## src/rtl/inout_sched_if.sv

```systemverilog
// Bundle of the three requester channels (A rdy/vld, B req/ack, D pop/ack)
// and the merged rdy/vld output stream of the inout_sched scheduler.
// The master modport is the scheduler side; slave is the sources/sink side.
interface inout_sched_if #(parameter int DW = 32);
  logic          a_vld;
  logic [DW-1:0] a_data;
  logic          a_rdy;
  logic          b_req;
  logic [DW-1:0] b_data;
  logic          b_ack;
  logic          d_avail;
  logic          d_pop;
  logic          d_ack;
  logic [DW-1:0] d_data;
  logic          out_vld;
  logic          out_rdy;
  logic [DW-1:0] out_data;
  logic [1:0]    out_src;

  modport master (
    input  a_vld, a_data, b_req, b_data, d_avail, d_ack, d_data, out_rdy,
    output a_rdy, b_ack, d_pop, out_vld, out_data, out_src
  );

  modport slave (
    output a_vld, a_data, b_req, b_data, d_avail, d_ack, d_data, out_rdy,
    input  a_rdy, b_ack, d_pop, out_vld, out_data, out_src
  );
endinterface

```

## src/rtl/inout_sched.sv

```systemverilog
// inout_sched: round-robin scheduler merging requester A (rdy/vld),
// requester B (req/ack) and requester D (pop/ack) onto one rdy/vld output
// beat tagged with its source (0=A, 1=B, 2=D). One beat every two cycles
// at best: a grant cycle in IDLE followed by the HOLD beat.
// Optional per-source grant counters are built when INOUT_SCHED_STATS_EN
// is defined (adds stats_clr, cnt_a, cnt_b, cnt_d).
module inout_sched #(
  parameter int DW = 32
) (
  input  logic clk,
  input  logic rst_n,
  inout_sched_if.master bus
`ifdef INOUT_SCHED_STATS_EN
  ,
  input  logic        stats_clr,
  output logic [15:0] cnt_a,
  output logic [15:0] cnt_b,
  output logic [15:0] cnt_d
`endif
);

  typedef enum logic [1:0] {
    IDLE  = 2'd0,
    FETCH = 2'd1,
    HOLD  = 2'd2
  } state_t;

  localparam logic [1:0] SRC_A = 2'd0;
  localparam logic [1:0] SRC_B = 2'd1;
  localparam logic [1:0] SRC_D = 2'd2;

  state_t        state_q;
  logic [1:0]    ptr_q;
  logic          b_mask_q;
  logic          b_ack_q;
  logic          d_pop_q;
  logic          out_vld_q;
  logic [DW-1:0] out_data_q;
  logic [1:0]    out_src_q;

  logic          e_a, e_b, e_d;
  logic          grant;
  logic [1:0]    winner;

  function automatic logic [1:0] next_src(input logic [1:0] s);
    case (s)
      SRC_A:   return SRC_B;
      SRC_B:   return SRC_D;
      default: return SRC_A;
    endcase
  endfunction

  // Eligibility (IDLE only) and rotating-priority winner starting at ptr
  always_comb begin
    e_a    = (state_q == IDLE) & bus.a_vld;
    e_b    = (state_q == IDLE) & bus.b_req & ~b_mask_q;
    e_d    = (state_q == IDLE) & bus.d_avail;
    grant  = 1'b1;
    winner = ptr_q;
    case (ptr_q)
      SRC_B: begin
        if (e_b)      winner = SRC_B;
        else if (e_d) winner = SRC_D;
        else if (e_a) winner = SRC_A;
        else          grant  = 1'b0;
      end
      SRC_D: begin
        if (e_d)      winner = SRC_D;
        else if (e_a) winner = SRC_A;
        else if (e_b) winner = SRC_B;
        else          grant  = 1'b0;
      end
      default: begin
        if (e_a)      winner = SRC_A;
        else if (e_b) winner = SRC_B;
        else if (e_d) winner = SRC_D;
        else          grant  = 1'b0;
      end
    endcase
  end

  // A is accepted in the grant cycle itself, so its ready is combinational
  assign bus.a_rdy    = grant & (winner == SRC_A);
  assign bus.b_ack    = b_ack_q;
  assign bus.d_pop    = d_pop_q;
  assign bus.out_vld  = out_vld_q;
  assign bus.out_data = out_data_q;
  assign bus.out_src  = out_src_q;

  // Scheduler FSM: grant in IDLE, wait for D data in FETCH, present beat in HOLD
  always_ff @(posedge clk or negedge rst_n) begin
    if (!rst_n) begin
      state_q    <= IDLE;
      ptr_q      <= SRC_A;
      b_mask_q   <= 1'b0;
      b_ack_q    <= 1'b0;
      d_pop_q    <= 1'b0;
      out_vld_q  <= 1'b0;
      out_data_q <= '0;
      out_src_q  <= SRC_A;
    end else begin
      // b_ack, d_pop and the B mask are single-cycle pulses
      b_ack_q  <= 1'b0;
      d_pop_q  <= 1'b0;
      b_mask_q <= 1'b0;
      case (state_q)
        IDLE: begin
          if (grant) begin
            ptr_q <= next_src(winner);
            case (winner)
              SRC_A: begin
                out_data_q <= bus.a_data;
                out_src_q  <= SRC_A;
                out_vld_q  <= 1'b1;
                state_q    <= HOLD;
              end
              SRC_B: begin
                out_data_q <= bus.b_data;
                out_src_q  <= SRC_B;
                out_vld_q  <= 1'b1;
                b_ack_q    <= 1'b1;
                b_mask_q   <= 1'b1;
                state_q    <= HOLD;
              end
              default: begin
                d_pop_q <= 1'b1;
                state_q <= FETCH;
              end
            endcase
          end
        end
        FETCH: begin
          // No timeout and no abort on d_avail dropping: the pop is owed data
          if (bus.d_ack) begin
            out_data_q <= bus.d_data;
            out_src_q  <= SRC_D;
            out_vld_q  <= 1'b1;
            state_q    <= HOLD;
          end
        end
        HOLD: begin
          if (bus.out_rdy) begin
            out_vld_q <= 1'b0;
            state_q   <= IDLE;
          end
        end
        default: state_q <= IDLE;
      endcase
    end
  end

`ifdef INOUT_SCHED_STATS_EN
  logic [15:0] cnt_a_q, cnt_b_q, cnt_d_q;

  function automatic logic [15:0] sat_inc(input logic [15:0] c);
    return (c == 16'hFFFF) ? c : c + 16'd1;
  endfunction

  // Per-source grant counters; clear wins over a same-cycle increment
  always_ff @(posedge clk or negedge rst_n) begin
    if (!rst_n) begin
      cnt_a_q <= '0;
      cnt_b_q <= '0;
      cnt_d_q <= '0;
    end else if (stats_clr) begin
      cnt_a_q <= '0;
      cnt_b_q <= '0;
      cnt_d_q <= '0;
    end else if (grant) begin
      case (winner)
        SRC_A:   cnt_a_q <= sat_inc(cnt_a_q);
        SRC_B:   cnt_b_q <= sat_inc(cnt_b_q);
        default: cnt_d_q <= sat_inc(cnt_d_q);
      endcase
    end
  end

  assign cnt_a = cnt_a_q;
  assign cnt_b = cnt_b_q;
  assign cnt_d = cnt_d_q;
`endif

endmodule
```

## src/flat_wrapper.sv

```systemverilog
// flat-port wrapper written by rule: the top's interface ports become plain ports
module inout_sched_flat 
#(
  parameter int DW = 32
)
  (clk, rst_n, bus_a_vld, bus_a_data, bus_b_req, bus_b_data, bus_d_avail, bus_d_ack, bus_d_data, bus_out_rdy, bus_a_rdy, bus_b_ack, bus_d_pop, bus_out_vld, bus_out_data, bus_out_src);
  inout_sched_if #(.DW(DW)) bus_i ();
  input  logic clk;
  input  logic rst_n;
  input wire logic [$bits(bus_i.a_vld)-1:0] bus_a_vld;
  input wire logic [$bits(bus_i.a_data)-1:0] bus_a_data;
  input wire logic [$bits(bus_i.b_req)-1:0] bus_b_req;
  input wire logic [$bits(bus_i.b_data)-1:0] bus_b_data;
  input wire logic [$bits(bus_i.d_avail)-1:0] bus_d_avail;
  input wire logic [$bits(bus_i.d_ack)-1:0] bus_d_ack;
  input wire logic [$bits(bus_i.d_data)-1:0] bus_d_data;
  input wire logic [$bits(bus_i.out_rdy)-1:0] bus_out_rdy;
  output wire logic [$bits(bus_i.a_rdy)-1:0] bus_a_rdy;
  output wire logic [$bits(bus_i.b_ack)-1:0] bus_b_ack;
  output wire logic [$bits(bus_i.d_pop)-1:0] bus_d_pop;
  output wire logic [$bits(bus_i.out_vld)-1:0] bus_out_vld;
  output wire logic [$bits(bus_i.out_data)-1:0] bus_out_data;
  output wire logic [$bits(bus_i.out_src)-1:0] bus_out_src;
  assign bus_i.a_vld = bus_a_vld;
  assign bus_i.a_data = bus_a_data;
  assign bus_i.b_req = bus_b_req;
  assign bus_i.b_data = bus_b_data;
  assign bus_i.d_avail = bus_d_avail;
  assign bus_i.d_ack = bus_d_ack;
  assign bus_i.d_data = bus_d_data;
  assign bus_i.out_rdy = bus_out_rdy;
  assign bus_a_rdy = bus_i.a_rdy;
  assign bus_b_ack = bus_i.b_ack;
  assign bus_d_pop = bus_i.d_pop;
  assign bus_out_vld = bus_i.out_vld;
  assign bus_out_data = bus_i.out_data;
  assign bus_out_src = bus_i.out_src;
  inout_sched #(.DW(DW)) u_core (.clk(clk), .rst_n(rst_n), .bus(bus_i));
endmodule
```

## config.mk

```make
export PLATFORM = sky130hd
export DESIGN_NAME = inout_sched_flat
export DESIGN_NICKNAME = d
export VERILOG_FILES = /design/src/rtl/inout_sched_if.sv /design/src/rtl/inout_sched.sv /design/src/flat_wrapper.sv
export SDC_FILE = /design/constraint.sdc
export NUM_CORES = 1
export LEC_CHECK = 0
export CAP_MARGIN = 20
export CORE_MARGIN = 2
export CORE_UTILIZATION = 35
export CTS_CLUSTER_DIAMETER = 100
export DETAILED_ROUTE_END_ITERATION = 8
export PLACE_DENSITY = 0.77
export SYNTH_ARGS = -nofsm -noshare
export SYNTH_HDL_FRONTEND = slang
export SYNTH_SLANG_ARGS = --single-unit
```

## constraint.sdc

```tcl
create_clock -name clk -period 2.8 [get_ports clk]
set_clock_uncertainty 0.1 [all_clocks]
set_input_delay 0.84 -clock clk [delete_from_list [all_inputs] [get_ports clk]]
set_output_delay 0.84 -clock clk [all_outputs]
set_load 0.03 [all_outputs]
```

==> impl_metrics.toml, run 1 <==
[power_and_ir_drop]
p_leak_nw = 1.88
ir_worst_vdd_mv = 0.550
finalPower_w = 0.00507
power.density_nw_per_um2 = 1220

[detailed_routing]
routed-via-count = 2348
wl_per_cell_um = 15.0
drtPass1Iterations = 5
drt_first_iter_violations = 77
wirelength_mm = 7.15
drcViolationCount = 0
drt-vias-per-instance = 4.93
ant_nets = 0

[finish]
stdcell_area_um2 = 4140
diodes = 0
final_nets = 485
multi_input_area_um2 = 1330
area_growth_pct = 66.9
nFillCells = 593
drive_above_1_share_pct = 18.7
ff_latch_area_um2 = 1030

[timing]
fmax_mhz = 344
setup_violations = 1
grt_setup_unrepaired = "yes"
min_period_ps = 2900
drv_slew = 0
period_share_pct = 104
slew_headroom_pct = 39.3
fin_ws_ps = -104
setup_tns_ps = -104
hold_viol_final = 0
tightestPinTransition_ps = 910

[yosys]
synth.net_count = 339
ys_ff_latch = 41
syn_inst = 234
yosys.area.top_type_share_pct = 41.3
yosys_warnings = 0
synth_cell_type_count = 33
synth_area_um2 = 2480
ys_seq_area_share_pct = 41.3
yosys.area.top_type = "dfrtp_1"
synth_area_leaders = "dfrtp_1 (41%), o211ai_2 (15%), mux2i_1 (13%), nand3_1 (6.5%), nand2_1 (6.0%)"
avgSynthCellArea_um2 = 10.6

[worst_setup_path]
path_buf_inv = 2
crit_end = "bus_a_rdy"
cp_max_fo = 5
worstPathCellList = "inv_2, ha_4, or3_4, and3_1, a32o_2, nor2_4, buf_6"
r2r_start = "u_core.ptr_q[0]$_DFFE_PN0P_"
arrival_ps = 1960
r2r_slack_ps = 170
endpoint_kind = "output pin"
startpoint = "u_core.ptr_q[0]$_DFFE_PN0P_"
crit_family = "simple AND/OR/NAND/NOR gates"
max_stage_delay_ps = 410
critical_path_depth = 7
r2r_cells = 11
required_ps = 1860
worstSetupPathType = "flop to output pin"
slowest_stage = "dfrtp_1"
start_kind = "flop"
r2r-end = "u_core.bus.out_data[0]$_DFFE_PN0P_"

[floorplan]
rows = 30
start_util_pct = 36.3
die_h_um = 88.2
core_um2 = 6830
io_pins = 141
dieWidth_um = 88.2
dieArea_um2 = 7780

[global_route]
antenna_found_initial = 0
grt_pass1_wl_mm = 11.3
grt_pass1_vias = 2452
grt_max_degree = 42
overflow = 0
grt.total_usage_pct = 18.5

[placement]
post-place-ws_ps = -466
port-buffer-count = 140
place.detailed.hpwl_mm = 5.38
gp_congestion = 0.816
place_area_um2 = 4030

[cts]
cts_made_buffers = 5
cts-root-buf = "clkbuf_8"
clk_path_buf_depth = 2
clkLatencyLatePin_ps = 280
htreeDepth = 2
clk_transition_reported_paths_ps = 70
cts_tree = "yes"
hold_buffers = 0
cts_sinks = 41

[flow_run]
drv_cap = 0

[status]
status = "finished with violations"
violations = "setup timing"

[worst_hold_path]
min_path_type = "flop to flop"
whs_path_depth = 2
==> metrics by stage <==
stage	utilization [%]	std cells	hold WS [ps]
2_1_floorplan	-	234	378
3_3_place_gp	59.0	467	359
3_5_place_dp	59.0	467	370
4_1_cts	60.6	476	389
5_1_grt	60.7	476	402
6_report	60.7	476	382
==> routing by layer <==
layer,up-vias,wire length (um),track usage (%)
li1,1137,-,-
met1,1127,2810,20.6
met2,78,3790,35.1
met3,6,495,4.66
met4,0,53,4.68
met5,-,0,0
==> cells in the mapped netlist (all sizes together) <==
library cell  instances
nand2b                1
nand2                40
o22ai                 2
o311a                 1
and2                  1
ha                    2
a21oi                 2
inv                   6
nand3                33
o21a                  2
and3                  1
o211ai               33
o32ai                 1
o21ai                 3
nor2b                 3
o22a                  1
nor2                  7
a32o                  1
or2                   1
dfrtp                41
buf                  12
mux2i                32
clkbuf                5
or4b                  1
or3                   2
==> registers in the layout, indices dropped and copies added, names as in the netlist <==
register / cells
u_core.b_mask_q: 1
u_core.bus.d_pop: 1
u_core.bus.out_data: 32
u_core.bus.out_src: 2
u_core.bus.out_vld: 1
u_core.ptr_q: 2
u_core.state_q: 2
==> how the worst min path moves through the flow <==
stage	slack, ps	to	start
after floorplan	380	u_core.state_q[0]$_DFFE_PN0P_	u_core.state_q[1]$_DFFE_PN0P_
after global placement	360	u_core.bus.out_src[1]$_DFFE_PN0P_	u_core.bus.out_src[1]$_DFFE_PN0P_
after detailed placement	370	u_core.bus.out_data[7]$_DFFE_PN0P_	u_core.bus.out_data[7]$_DFFE_PN0P_
after CTS	390	u_core.bus.out_data[24]$_DFFE_PN0P_	u_core.bus.out_data[24]$_DFFE_PN0P_
after global routing	400	u_core.bus.out_data[24]$_DFFE_PN0P_	u_core.bus.out_data[24]$_DFFE_PN0P_
final	380	u_core.bus.out_src[1]$_DFFE_PN0P_	u_core.bus.out_src[1]$_DFFE_PN0P_
==> power breakdown <==
group	internal (W)	total (W)	leakage (nW)	switching, W
logic	0.00163	0.00363	1.33	0.00200
clock network	0.000196	0.000385	0.0443	0.000189
registers	0.000891	0.00105	0.510	0.000161
==> placed cells by master (no fill, tap or decap), types with 2 or more instances in the layout <==
cell,synthesis,routed
o22ai_1,2,2
dlygate4sd2_1,0,3
clkbuf_8,0,6
o21a_1,2,2
o21ai_0,3,3
o211ai_1,3,3
o211ai_2,30,30
a21oi_1,2,2
buf_2,3,2
nand2_1,40,40
buf_4,2,12
inv_1,6,4
inv_2,0,2
nor2_1,7,5
clkdlybuf4s50_1,0,134
buf_12,3,4
dfrtp_1,41,41
mux2i_1,32,32
nand3_1,32,32
==> worst reg2reg max path, cell delays in order (launching register included) <==
cell      delay [ps]
dfrtp_1          410
inv_2             90
ha_4             210
or3_4            360
and3_1           150
a32o_2           250
buf_4            140
buf_4            140
nand3_4           80
buf_12           180
mux2i_1          290
o211ai_2         100
==> cell type report <==
class,count,area share (%)
clock buffer,7,2.08
multi-input combinational,170,32.1
timing repair buffer,156,37.6
inverter,6,0.543
sequential,41,24.8
tap,96,2.90
==> repair_timing <==
action | CTS | global route
buffers inserted | 2 | 0
endpoints found under the hold margin | 0 | 0
resized for setup | 12 | 1
endpoints found under the setup margin | 4 | 1
pin swaps | 7 | 3
==> cells by family (layout without fill, tap and decap cells) <==
kind of cell / count (synthesis) / after routing / share of synthesized area (%)
and+or+nand+nor: 90 / 90 / 17.5
AOI/OAI and AO/OA: 46 / 46 / 20.5
DFF: 41 / 41 / 41.3
muxes: 32 / 32 / 12.9
buffers and inverters: 23 / 169 / 6.80
adders and majority gates: 2 / 2 / 1.01
(Power assumes the default switching activity.)
==> inputs of run 2 (changes only) <==
--- a/config.mk
+++ b/config.mk
@@ -6,11 +6,13 @@
 export NUM_CORES = 1
 export LEC_CHECK = 0
 export CAP_MARGIN = 20
+export CELL_PAD_IN_SITES_DETAIL_PLACEMENT = 2
+export CELL_PAD_IN_SITES_GLOBAL_PLACEMENT = 2
 export CORE_MARGIN = 2
-export CORE_UTILIZATION = 35
+export CORE_UTILIZATION = 20
 export CTS_CLUSTER_DIAMETER = 100
 export DETAILED_ROUTE_END_ITERATION = 8
-export PLACE_DENSITY = 0.77
+export PLACE_DENSITY_LB_ADDON = 0.1
 export SYNTH_ARGS = -nofsm -noshare
 export SYNTH_HDL_FRONTEND = slang
 export SYNTH_SLANG_ARGS = --single-unit
==> impl_metrics.toml, run 2 (synthesis results as in run 1) <==
[worst_setup_path]
arrival_ps = 2000
cp_max_fo = 5
critical_path_depth = 6
crit_family = "compound AO/OA/AOI/OAI gates"
endpoint_kind = "output pin"
start_kind = "primary input"
slowest_stage = "o311a_4"
r2r_cells = 11
path_buf_inv = 2
worstSetupPathType = "primary input to output pin"
max_stage_delay_ps = 420
worstPathCellList = "clkdlybuf4s15_1, o311a_4, o32ai_4, or2_4, nor2_4, buf_6"
required_ps = 1860

[timing]
slew_headroom_pct = 60.5
setup_violations = 1
min_period_ps = 2940
grt_setup_unrepaired = "yes"
period_share_pct = 105
tightestPinTransition_ps = 592
hold_viol_final = 0
setup_tns_ps = -145
fin_ws_ps = -145
drv_slew = 0
fmax_mhz = 340

[global_route]
grt_pass1_vias = 2669
antenna_found_initial = 0
grt.total_usage_pct = 14.9
overflow = 0
grt_max_degree = 41
grt_pass1_wl_mm = 14.9

[power_and_ir_drop]
p_int_w = 0.00288
ir_worst_vdd_mv = 0.328
clock_power_share_pct = 11.5
power.density_nw_per_um2 = 1260
comb_power_share_pct = 69.5
power_switching_w = 0.00261
p_leak_nw = 1.92
switching_share_pct = 47.5
seq_power_share_pct = 19.1

[cts]
clk_transition_reported_paths_ps = 60
clkLatencyLatePin_ps = 290
cts_tree = "yes"
htreeDepth = 2
clk_path_buf_depth = 2
cts_made_buffers = 5
cts_sinks = 41
cts-root-buf = "clkbuf_16"

[detailed_routing]
wl_per_cell_um = 18.1
drt_first_iter_violations = 59
ant_nets = 0
wirelength_mm = 10.0
drtPass1Iterations = 4
routed-via-count = 2429
drcViolationCount = 0
drt-vias-per-instance = 4.40

[finish]
diodes = 0
final_nets = 488
multi_input_area_um2 = 1370
final_common_cell = "clkdlybuf4s50_1"
area_growth_pct = 75.5
drive_above_1_share_pct = 20.1
final_cell_mix = "clkdlybuf4s50_1 (134), dfrtp_1 (41), nand2_1 (40)"
finish.utilization_pct = 36.1
nFillCells = 1312
largest_register_ffs = 32
ff_latch_area_um2 = 1030

[status]
violations = "setup timing"
status = "finished with violations"

[floorplan]
start_util_pct = 20.6
rows = 40
die_h_um = 115
core_um2 = 12100
dieArea_um2 = 13300
io_pins = 141
dieWidth_um = 115

[placement]
gp_congestion = 0.724
port-buffer-count = 140
place.detailed.hpwl_mm = 6.88

[flow_run]
drv_cap = 0

[worst_hold_path]
min_path_type = "primary input to asynchronous set/reset pin"
run 2: cell type report:
type                    instances  share of cell area (%)
clock buffers                   7                    3.50
clock inverters                 1                   0.115
inverters                       6                   0.517
multi-input cells             171                    31.4
flip-flops and latches         41                    23.5
well taps                     168                    4.82
repair buffers                158                    36.1
run 2: per-layer routing:
layer | track usage, % | part of all wire [%] | vias up
li1 | - | - | 1143
met1 | 17.6 | 42 | 1202
met2 | 26.2 | 51 | 77
met3 | 4.29 | 6.3 | 7
met4 | 4.34 | 1.2 | 0
met5 | 0 | 0 | -
run 2: power by group through the flow:
stage                     registers, W  logic (W)  clock network [W]
after floorplan                0.00153    0.00202                  0
after global routing           0.00108    0.00414           0.000678
after global placement         0.00104    0.00365                  0
after CTS                      0.00105    0.00383           0.000663
after detailed placement       0.00106    0.00371                  0
final                          0.00104    0.00381           0.000630
run 2: worst paths after layout:
check                                              startpoint                             endpoint  slack, ps
max reg2reg                       u_core.ptr_q[0]$_DFFE_PN0P_   u_core.bus.out_data[8]$_DFFE_PN0P_         90
min                                                     rst_n  u_core.bus.out_data[23]$_DFFE_PN0P_        230
max                                               bus_d_avail                            bus_a_rdy       -140
min reg2reg                u_core.bus.out_data[7]$_DFFE_PN0P_   u_core.bus.out_data[7]$_DFFE_PN0P_        380
min in group clk           u_core.bus.out_data[7]$_DFFE_PN0P_   u_core.bus.out_data[7]$_DFFE_PN0P_        380
max in group asynchronous                               rst_n   u_core.bus.out_data[7]$_DFFE_PN0P_       1940
run 2: repair_timing:
| action | 4_1_cts | 5_1_grt |
|---|---|---|
| gates resized for setup | 15 | 3 |
| buffers inserted | 4 | 0 |
| endpoints found under the setup margin | 34 | 31 |
| gates cloned | 0 | 1 |
| pin swaps | 7 | 3 |
| hold buffers | 0 | 0 |
run 2: through the flow:
step	area (um2)	hold WS, ps	total power, W	cells	setup WS (ps)
3_5_place_dp	4120	380	0.00477	539	-497
2_1_floorplan	2500	378	0.00355	234	-179
4_1_cts	4340	221	0.00554	551	-155
3_3_place_gp	4120	363	0.00469	539	-438
6_report	4360	230	0.00548	552	-145
5_1_grt	4360	217	0.00590	552	-215
==> inputs of run 3 (changes only) <==
--- a/config.mk
+++ b/config.mk
@@ -12,6 +12,7 @@
 export CORE_UTILIZATION = 20
 export CTS_CLUSTER_DIAMETER = 100
 export DETAILED_ROUTE_END_ITERATION = 8
+export HOLD_SLACK_MARGIN = 0.1
 export PLACE_DENSITY_LB_ADDON = 0.1
 export SYNTH_ARGS = -nofsm -noshare
 export SYNTH_HDL_FRONTEND = slang
==> results of run 3 <==
Same layout as run 2: the final DEF is identical, and so are final timing and power.
